### src/rtl/pkt_scheduler.sv
// Per-packet sequencer: runs cost-learning, optional cluster-reinit and action-selection
// clients in turn and muxes the shared memory port to the active one. Optional: SCHED_STATS_EN.
module pkt_scheduler #(
  parameter int WORD_WIDTH     = 16,
  parameter int TIMEOUT_CYCLES = 4096
) (
  input  logic                  clock,
  input  logic                  nrst,
  input  logic                  pkt_valid,
  output logic                  pkt_ready,
  input  logic [WORD_WIDTH-1:0] pkt_sourceID,
  input  logic [WORD_WIDTH-1:0] pkt_batteryStat,
  input  logic [WORD_WIDTH-1:0] pkt_value,
  input  logic [WORD_WIDTH-1:0] pkt_clusterID,
  output logic [WORD_WIDTH-1:0] fsourceID,
  output logic [WORD_WIDTH-1:0] fbatteryStat,
  output logic [WORD_WIDTH-1:0] fValue,
  output logic [WORD_WIDTH-1:0] fclusterID,
  output logic                  lc_en,
  output logic                  ri_en,
  output logic                  sa_en,
  input  logic                  lc_done,
  input  logic                  ri_done,
  input  logic                  sa_done,
  input  logic                  lc_reinit,
  input  logic [WORD_WIDTH-1:0] lc_address,
  input  logic [WORD_WIDTH-1:0] ri_address,
  input  logic [WORD_WIDTH-1:0] sa_address,
  input  logic                  lc_wr_en,
  input  logic                  ri_wr_en,
  input  logic                  sa_wr_en,
  input  logic [WORD_WIDTH-1:0] lc_data_out,
  input  logic [WORD_WIDTH-1:0] ri_data_out,
  input  logic [WORD_WIDTH-1:0] sa_data_out,
  output logic [WORD_WIDTH-1:0] mem_address,
  output logic                  mem_wr_en,
  output logic [WORD_WIDTH-1:0] mem_data_out,
  output logic                  done,
  output logic                  err,
  output logic                  reinit_taken,
  output logic [WORD_WIDTH-1:0] pkt_count,
  output logic [WORD_WIDTH-1:0] reinit_count
);

  typedef enum logic [2:0] {
    IDLE, LC_START, LC_WAIT, RI_START, RI_WAIT, SA_START, SA_WAIT, FINISH
  } state_t;

  typedef enum logic [1:0] {OWN_NONE, OWN_LC, OWN_RI, OWN_SA} owner_t;

  localparam logic [15:0] WD_LAST = 16'(TIMEOUT_CYCLES - 1);

  state_t      state;
  owner_t      owner;
  logic [15:0] wd_count;
  logic        wd_expired;

  assign pkt_ready  = (state == IDLE);
  assign wd_expired = (wd_count == WD_LAST);

  // Owner is set on the edge into each START so the client owns the port for START and WAIT.
  always_ff @(posedge clock) begin
    if (!nrst) begin
      state        <= IDLE;
      owner        <= OWN_NONE;
      wd_count     <= '0;
      lc_en        <= 1'b0;
      ri_en        <= 1'b0;
      sa_en        <= 1'b0;
      done         <= 1'b0;
      err          <= 1'b0;
      reinit_taken <= 1'b0;
      fsourceID    <= '0;
      fbatteryStat <= '0;
      fValue       <= '0;
      fclusterID   <= '0;
    end else begin
      lc_en <= 1'b0;
      ri_en <= 1'b0;
      sa_en <= 1'b0;
      done  <= 1'b0;
      case (state)
        IDLE: begin
          if (pkt_valid) begin
            fsourceID    <= pkt_sourceID;
            fbatteryStat <= pkt_batteryStat;
            fValue       <= pkt_value;
            fclusterID   <= pkt_clusterID;
            err          <= 1'b0;
            reinit_taken <= 1'b0;
            lc_en        <= 1'b1;
            owner        <= OWN_LC;
            wd_count     <= '0;
            state        <= LC_START;
          end
        end
        LC_START: begin
          wd_count <= '0;
          state    <= LC_WAIT;
        end
        LC_WAIT: begin
          if (lc_done) begin
            wd_count <= '0;
            if (lc_reinit) begin
              ri_en        <= 1'b1;
              owner        <= OWN_RI;
              reinit_taken <= 1'b1;
              state        <= RI_START;
            end else begin
              sa_en <= 1'b1;
              owner <= OWN_SA;
              state <= SA_START;
            end
          end else if (wd_expired) begin
            err   <= 1'b1;
            done  <= 1'b1;
            owner <= OWN_NONE;
            state <= FINISH;
          end else begin
            wd_count <= wd_count + 16'd1;
          end
        end
        RI_START: begin
          wd_count <= '0;
          state    <= RI_WAIT;
        end
        RI_WAIT: begin
          if (ri_done) begin
            wd_count <= '0;
            sa_en    <= 1'b1;
            owner    <= OWN_SA;
            state    <= SA_START;
          end else if (wd_expired) begin
            err   <= 1'b1;
            done  <= 1'b1;
            owner <= OWN_NONE;
            state <= FINISH;
          end else begin
            wd_count <= wd_count + 16'd1;
          end
        end
        SA_START: begin
          wd_count <= '0;
          state    <= SA_WAIT;
        end
        SA_WAIT: begin
          if (sa_done) begin
            done  <= 1'b1;
            owner <= OWN_NONE;
            state <= FINISH;
          end else if (wd_expired) begin
            err   <= 1'b1;
            done  <= 1'b1;
            owner <= OWN_NONE;
            state <= FINISH;
          end else begin
            wd_count <= wd_count + 16'd1;
          end
        end
        FINISH: begin
          owner <= OWN_NONE;
          state <= IDLE;
        end
        default: begin
          owner <= OWN_NONE;
          state <= IDLE;
        end
      endcase
    end
  end

  always_comb begin
    mem_address  = '0;
    mem_wr_en    = 1'b0;
    mem_data_out = '0;
    case (owner)
      OWN_LC: begin
        mem_address  = lc_address;
        mem_wr_en    = lc_wr_en;
        mem_data_out = lc_data_out;
      end
      OWN_RI: begin
        mem_address  = ri_address;
        mem_wr_en    = ri_wr_en;
        mem_data_out = ri_data_out;
      end
      OWN_SA: begin
        mem_address  = sa_address;
        mem_wr_en    = sa_wr_en;
        mem_data_out = sa_data_out;
      end
      default: begin
        mem_address  = '0;
        mem_wr_en    = 1'b0;
        mem_data_out = '0;
      end
    endcase
  end

`ifdef SCHED_STATS_EN
  always_ff @(posedge clock) begin
    if (!nrst) begin
      pkt_count    <= '0;
      reinit_count <= '0;
    end else begin
      if (state == FINISH)   pkt_count    <= pkt_count + 1'b1;
      if (state == RI_START) reinit_count <= reinit_count + 1'b1;
    end
  end
`else
  assign pkt_count    = '0;
  assign reinit_count = '0;
`endif

endmodule

### config.mk
export PLATFORM = sky130hd
export DESIGN_NAME = pkt_scheduler
export DESIGN_NICKNAME = d
export VERILOG_FILES = /design/src/rtl/pkt_scheduler.sv
export SDC_FILE = /design/constraint.sdc
export NUM_CORES = 1
export LEC_CHECK = 0
export ABC_AREA = 1
export CORE_AREA = 2 2 119 121
export CTS_CLUSTER_SIZE = 30
export DETAILED_ROUTE_END_ITERATION = 8
export DIE_AREA = 0 0 121 123
export PLACE_DENSITY = 0.82
export SLEW_MARGIN = 20
export SYNTH_ARGS = -nofsm -noshare
export SYNTH_HDL_FRONTEND = slang
export SYNTH_SLANG_ARGS = --single-unit
export TNS_END_PERCENT = 50
### constraint.sdc
create_clock -name clock -period 4.5 [get_ports clock]
set_input_delay 1.125 -clock clock [delete_from_list [all_inputs] [get_ports clock]]
set_output_delay 1.125 -clock clock [all_outputs]
set_load 0.005 [all_outputs]
==> results.txt, run 1 <==
Outcome: completed
Max-slew violations: 0
Mux contribution to synthesized area: 0%
PortBufs: 273
Fmax: 0.283 GHz
Most used cell, CP: clkdlybuf4s50_1
Fin. Hold Viols: 0
Vias: 5,436
Req. time, crit path: 3.38 ns
Setup TNS: 0 ns
CTS-repair resized insts: 0
Remaining DRCs: 0
Hold Slack: 0.457 ns
Number of antenna violations at the first check in global routing: 1
H-tree depth: 3
CP Launch Type: input pin
Worst-Margin Slew: 0.699 ns
Die Wd: 121 um
Storage element area: 1820 um^2
Fraction of layout cells with a size suffix above 1: 4.34%
Netlist cell types: 32
Total CTS buffers: 9
Post-layout minimum cycle time: 3.53 ns
Power Dens Cells: 351 nW/um^2
Count leader, synth: nand2_1
Avg Inst Size Synth: 6.56 um^2
Core area: 13,600 um^2
CP top delay family: buffers and inverters
Die area: 14,900 um^2
DIE HEIGHT: 123 um
Yosys warns: 0
Antenna viol nets, final: 0
CP arrival: 2.40 ns
Yosys top cell by area: dfxtp_1
Routability congestion estimate: 0.929
Post-synthesis compound-gate area fraction: 11.2%
Largest family of logic cells by synthesized area: simple AND/OR/NAND/NOR gates
CP peak stage delay: 0.52 ns
Worst path slowest cell: clkdlybuf4s50_1
RSZ-0062 raised after global routing: false
Synth top area cells: dfxtp_1 39%, nand2_1 20%, nand3_1 12%
Cell Area, Synth: 4660 um^2
DR iter-0 viols: 284
Largest net degree at the start of global routing: 68
CP Buf/Inv Count: 2
Starting density of the core: 34.2%
Place WS: 0.942 ns
Post-CTS setup buffers: 0
Vias in the first global route: 4,857
Layout area overhead: 65.5%
Fillers: 1,245
Period utilisation layout: 78.4%
Ys async rst share: 0%
Clk_skew: 0.00771 ns
Multi-input gate area: 2440 um^2
Max FO, Critical Path: 1
Post-Syn Instances: 710
Post-synthesis sequential area ratio: 39.1%
Xor/xnor share of the synthesized area: 0.188%
Peak VDD IR: 0.309 mV
Clk_lat worst skew: 0.33 ns
Total routed wirelength: 16,200 um
Worst Setup Slack, final: 0.970 ns
Io pins: 306
Rows: 43
Top FF cell, synth: dfxtp_1
CTS Hold Bufs: 0
Top cell type's share of synthesized area: 39.1%
Total Routing Usage GR: 20.4%
Number of synthesized flops with an enable pin: 0
Synthesized-area fraction occupied by and/or/nand/nor cells: 38.0%
Clock slew at reported path FFs: 0.06 ns
DR vias/cell: 4.74
# Max-Cap Violations: 0
Clk sinks: 91
WL/cell: 14.1 um
Root Driver: clkbuf_16
Adder-cell area share of the yosys netlist: 0.269%
First-pass GRT wire length: 24,400 um
Hold Path Class: reg2reg
Lkg Pwr: 3.02 nW
Fin nets: 1,133
Setup CP Type: in2out
Post-DP Area: 7410 um^2
DPL Wire Length: 12,200 um
CTS tree: built
1st-pass router iterations: 5
Total grt overflow: 0
Reg2reg setup slack: 2.10 ns
Final Cell Area: 7710 um^2
Synth Register Bits: 91
Relative slew margins: 53.4%
Crit end category: primary output
CP Cell Sequence: clkdlybuf4s50_1, nand2_1, nand3_1, clkdlybuf4s50_1
CTS max path bufs: 2
Endpoints failing setup: 0
Post-synth top cells: 244 x nand2_1, 110 x nand3_1, 91 x dfxtp_1
cell usage in the layout (no fill, tap or decap), types with 2 or more instances in the layout:
| master | Yosys | routed |
|---|---|---|
| o21bai_1 | 4 | 4 |
| nand4_1 | 5 | 5 |
| clkdlybuf4s50_1 | 0 | 272 |
| buf_4 | 33 | 9 |
| a21oi_1 | 78 | 78 |
| nor2_2 | 3 | 4 |
| dfxtp_1 | 91 | 91 |
| clkbuf_16 | 0 | 9 |
| nand2_2 | 1 | 2 |
| a31oi_1 | 3 | 3 |
| inv_2 | 3 | 4 |
| o21ai_1 | 2 | 2 |
| o21a_1 | 2 | 2 |
| nor3_1 | 3 | 3 |
| nand3_1 | 110 | 110 |
| o21ai_0 | 10 | 10 |
| clkinv_4 | 0 | 2 |
| nor2_1 | 40 | 39 |
| conb_1 | 1 | 32 |
| nand2_1 | 244 | 243 |
| inv_1 | 27 | 26 |
worst min-delay path, stage by stage (launching register included):
cell     delay [ns]
dfxtp_1        0.31
nand2_1        0.06
a21oi_1        0.05
final timing paths:
check,depth (start not counted),end,from
min,2,fsourceID[3],fsourceID[3]
min reg2reg,2,fsourceID[3],fsourceID[3]
max,4,mem_wr_en,sa_wr_en
max reg2reg,6,fsourceID[8],state[0]
through the flow:
stage	total power, W	utilization (%)	cells
after floorplan	0.00144	-	741
after global placement	0.00195	54.4	1131
after detailed placement	0.00196	54.4	1131
after CTS	0.00273	56.6	1147
after global routing	0.00287	56.7	1148
final	0.00271	56.7	1148
cells by family (layout without fill, tap and decap cells):
| logic type | after synthesis | count (layout) |
|---|---|---|
| simple gates | 413 | 413 |
| buf+inv | 103 | 329 |
| compound gates | 100 | 100 |
| flops | 91 | 91 |
| fa+ha+maj | 1 | 1 |
| other cells | 1 | 33 |
| xor+xnor | 1 | 1 |
power by group:
part | switching (W) | internal, W | total (W)
clock | 0.000314 | 0.000449 | 0.000763
combinational | 0.000477 | 0.000508 | 0.000986
sequential | 0.0000606 | 0.000898 | 0.000958
state kept, by name, indices dropped and copies added (netlist names):
register      count
fbatteryStat     16
sa_en             1
lc_en             1
err               1
reinit_taken      1
done              1
ri_en             1
owner             2
fValue           16
wd_count         16
state             3
fclusterID       16
fsourceID        16
routing by layer:
layer / global-route usage, % / share of wire, %
met2: 35.4 / 49
met1: 22.6 / 38
met4: 5.23 / 1.4
met5: 0 / 0
met3: 9.36 / 12
area by class of cell:
| cell class | instances | area share (%) |
|---|---|---|
| Multi-Input combinational cell | 547 | 31.7 |
| Antenna cell | 1 | 0.0324 |
| Inverter | 31 | 1.54 |
| Clock inverter | 5 | 0.795 |
| Sequential cell | 91 | 23.6 |
| Timing Repair Buffer | 282 | 36.2 |
| Tap cell | 180 | 2.92 |
| Clock buffer | 11 | 3.15 |
(Power assumes the default switching activity.)
==> run 2: changes to the inputs <==
CORE_AREA = default   (was 2 2 119 121)
CORE_UTILIZATION = 33   (was default)
DIE_AREA = default   (was 0 0 121 123)
PLACE_DENSITY = 0.83   (was 0.82)
clock period = 3 ns   (was 4.5 ns; I/O delays follow)
==> results.txt, run 2 (synthesis results as in run 1) <==
Outcome: completed
Period utilisation layout: 89.7%
Total routed wirelength: 15,700 um
Post-CTS setup buffers: 0
Req. time, crit path: 2.25 ns
Io pins: 306
First-pass GRT wire length: 24,200 um
PortBufs: 273
Most common cell after layout, fill and taps aside: clkdlybuf4s50_1
CTS tree: built
Reg2reg setup slack: 1.07 ns
DIE HEIGHT: 121 um
Fillers: 1,294
Final antenna diode count: 0
Max-slew violations: 0
Fraction of layout cells with a size suffix above 1: 4.64%
Total CTS buffers: 9
Total Routing Usage GR: 20.8%
DR iter-0 viols: 263
Antenna viol nets, final: 0
DR vias/cell: 4.78
Fin nets: 1,135
Setup TNS: 0 ns
Die Wd: 121 um
1st-pass router iterations: 5
Worst Min Path Start: fclusterID[12]
Layout area overhead: 66.0%
Remaining DRCs: 0
Clk_skew: 0.00624 ns
Number of antenna violations at the first check in global routing: 0
Most frequent cells in the layout: 272 x clkdlybuf4s50_1, 243 x nand2_1, 110 x nand3_1
Clk sinks: 91
Rows: 43
CP Launch Type: input pin
Core area: 13,800 um^2
CTS Hold Bufs: 0
Worst-Margin Slew: 0.665 ns
Post-layout minimum cycle time: 2.69 ns
RSZ-0062 raised after global routing: false
# Max-Cap Violations: 0
Lkg Pwr: 3.02 nW
Routability congestion estimate: 0.880
Hold endpoint: fclusterID[12]
Final Cell Area: 7730 um^2
Clk_lat worst skew: 0.34 ns
Clock slew at reported path FFs: 0.06 ns
CTS-repair resized insts: 0
Total grt overflow: 0
Die area: 14,600 um^2
Largest net degree at the start of global routing: 67
Vias: 5,493
H-tree depth: 3
Hold Path Depth: 2
Endpoints failing setup: 0
Peak VDD IR: 0.435 mV
WL/cell: 13.7 um
Setup CP Type: in2out
Critical Path Start: ri_address[7]
Max FO, Critical Path: 1
Starting density of the core: 33.7%
Fmax: 0.371 GHz
R2R Path End: wd_count[1]
Hold Path Class: reg2reg
Power Dens Cells: 528 nW/um^2
Relative slew margins: 55.7%
DPL Wire Length: 11,800 um
Worst r2r src: wd_count[0]
Fin. Hold Viols: 0
Root Driver: clkbuf_16
Crit end category: primary output
Post-DP Area: 7430 um^2
CP arrival: 1.94 ns
Multi-input gate area: 2440 um^2
CTS max path bufs: 2
Vias in the first global route: 5,004
Storage element area: 1820 um^2
R2R cell count: 8
## run 2: cell count changes in the layout (fill, tap and decap cells not counted), sizes merged
cell      delta
clkinv       -2
clkbuf       -2
clkinvlp     +3
diode        -1
inv          +1
buf          +2
## run 2: layer usage
metal  GRT usage (%)  wire length (um)  up-vias
met2            36.4              7790      232
met5               0                 0        -
li1                -                 -     2750
met1            23.5              6110     2494
met3            7.64              1590       17
met4            5.56               207        0
## run 2: critical path, cell delays in order
cell,delay [ns]
clkdlybuf4s50_1,0.51
nand2_1,0.07
nand3_1,0.11
clkdlybuf4s50_1,0.50
## run 2: area by class of cell
cell class                      instances  area share [%]
Inverter                               31            1.54
Sequential cell                        91            23.6
Clock buffer                            9            2.91
Timing Repair Buffer                  284            36.5
Clock inverter                          7           0.971
Multi-Input combinational cell        547            31.6
Tap cell                              180            2.91
## run 2: how the worst max path moves through the flow
stage	endpoint	slack [ns]	cells past startpoint
finish	mem_address[7]	0.31	4
global route	mem_address[8]	0.19	6
CTS	mem_address[4]	0.29	6
detailed placement	mem_address[7]	0.31	4
global placement	mem_address[7]	0.31	4
floorplan	mem_address[0]	1.18	5
## run 2: where the power goes
group,total [W],internal (W),switching (W),leakage (nW)
clock,0.00115,0.000650,0.000500,0.138
combinational,0.00150,0.000784,0.000715,2.14
sequential,0.00144,0.00135,0.0000915,0.744
total,0.00409,0.00278,0.00131,3.02
## run 2: through the flow
| stage | util (%) | hold slack [ns] | cells | setup WS (ns) | power, W |
|---|---|---|---|---|---|
| floorplan | - | 0.454 | 741 | 1.18 | 0.00215 |
| global placement | 53.8 | 0.445 | 1133 | 0.310 | 0.00295 |
| detailed placement | 53.8 | 0.451 | 1133 | 0.310 | 0.00296 |
| CTS | 55.9 | 0.461 | 1149 | 0.293 | 0.00411 |
| global route | 55.9 | 0.477 | 1149 | 0.187 | 0.00432 |
| finish | 55.9 | 0.459 | 1149 | 0.308 | 0.00409 |
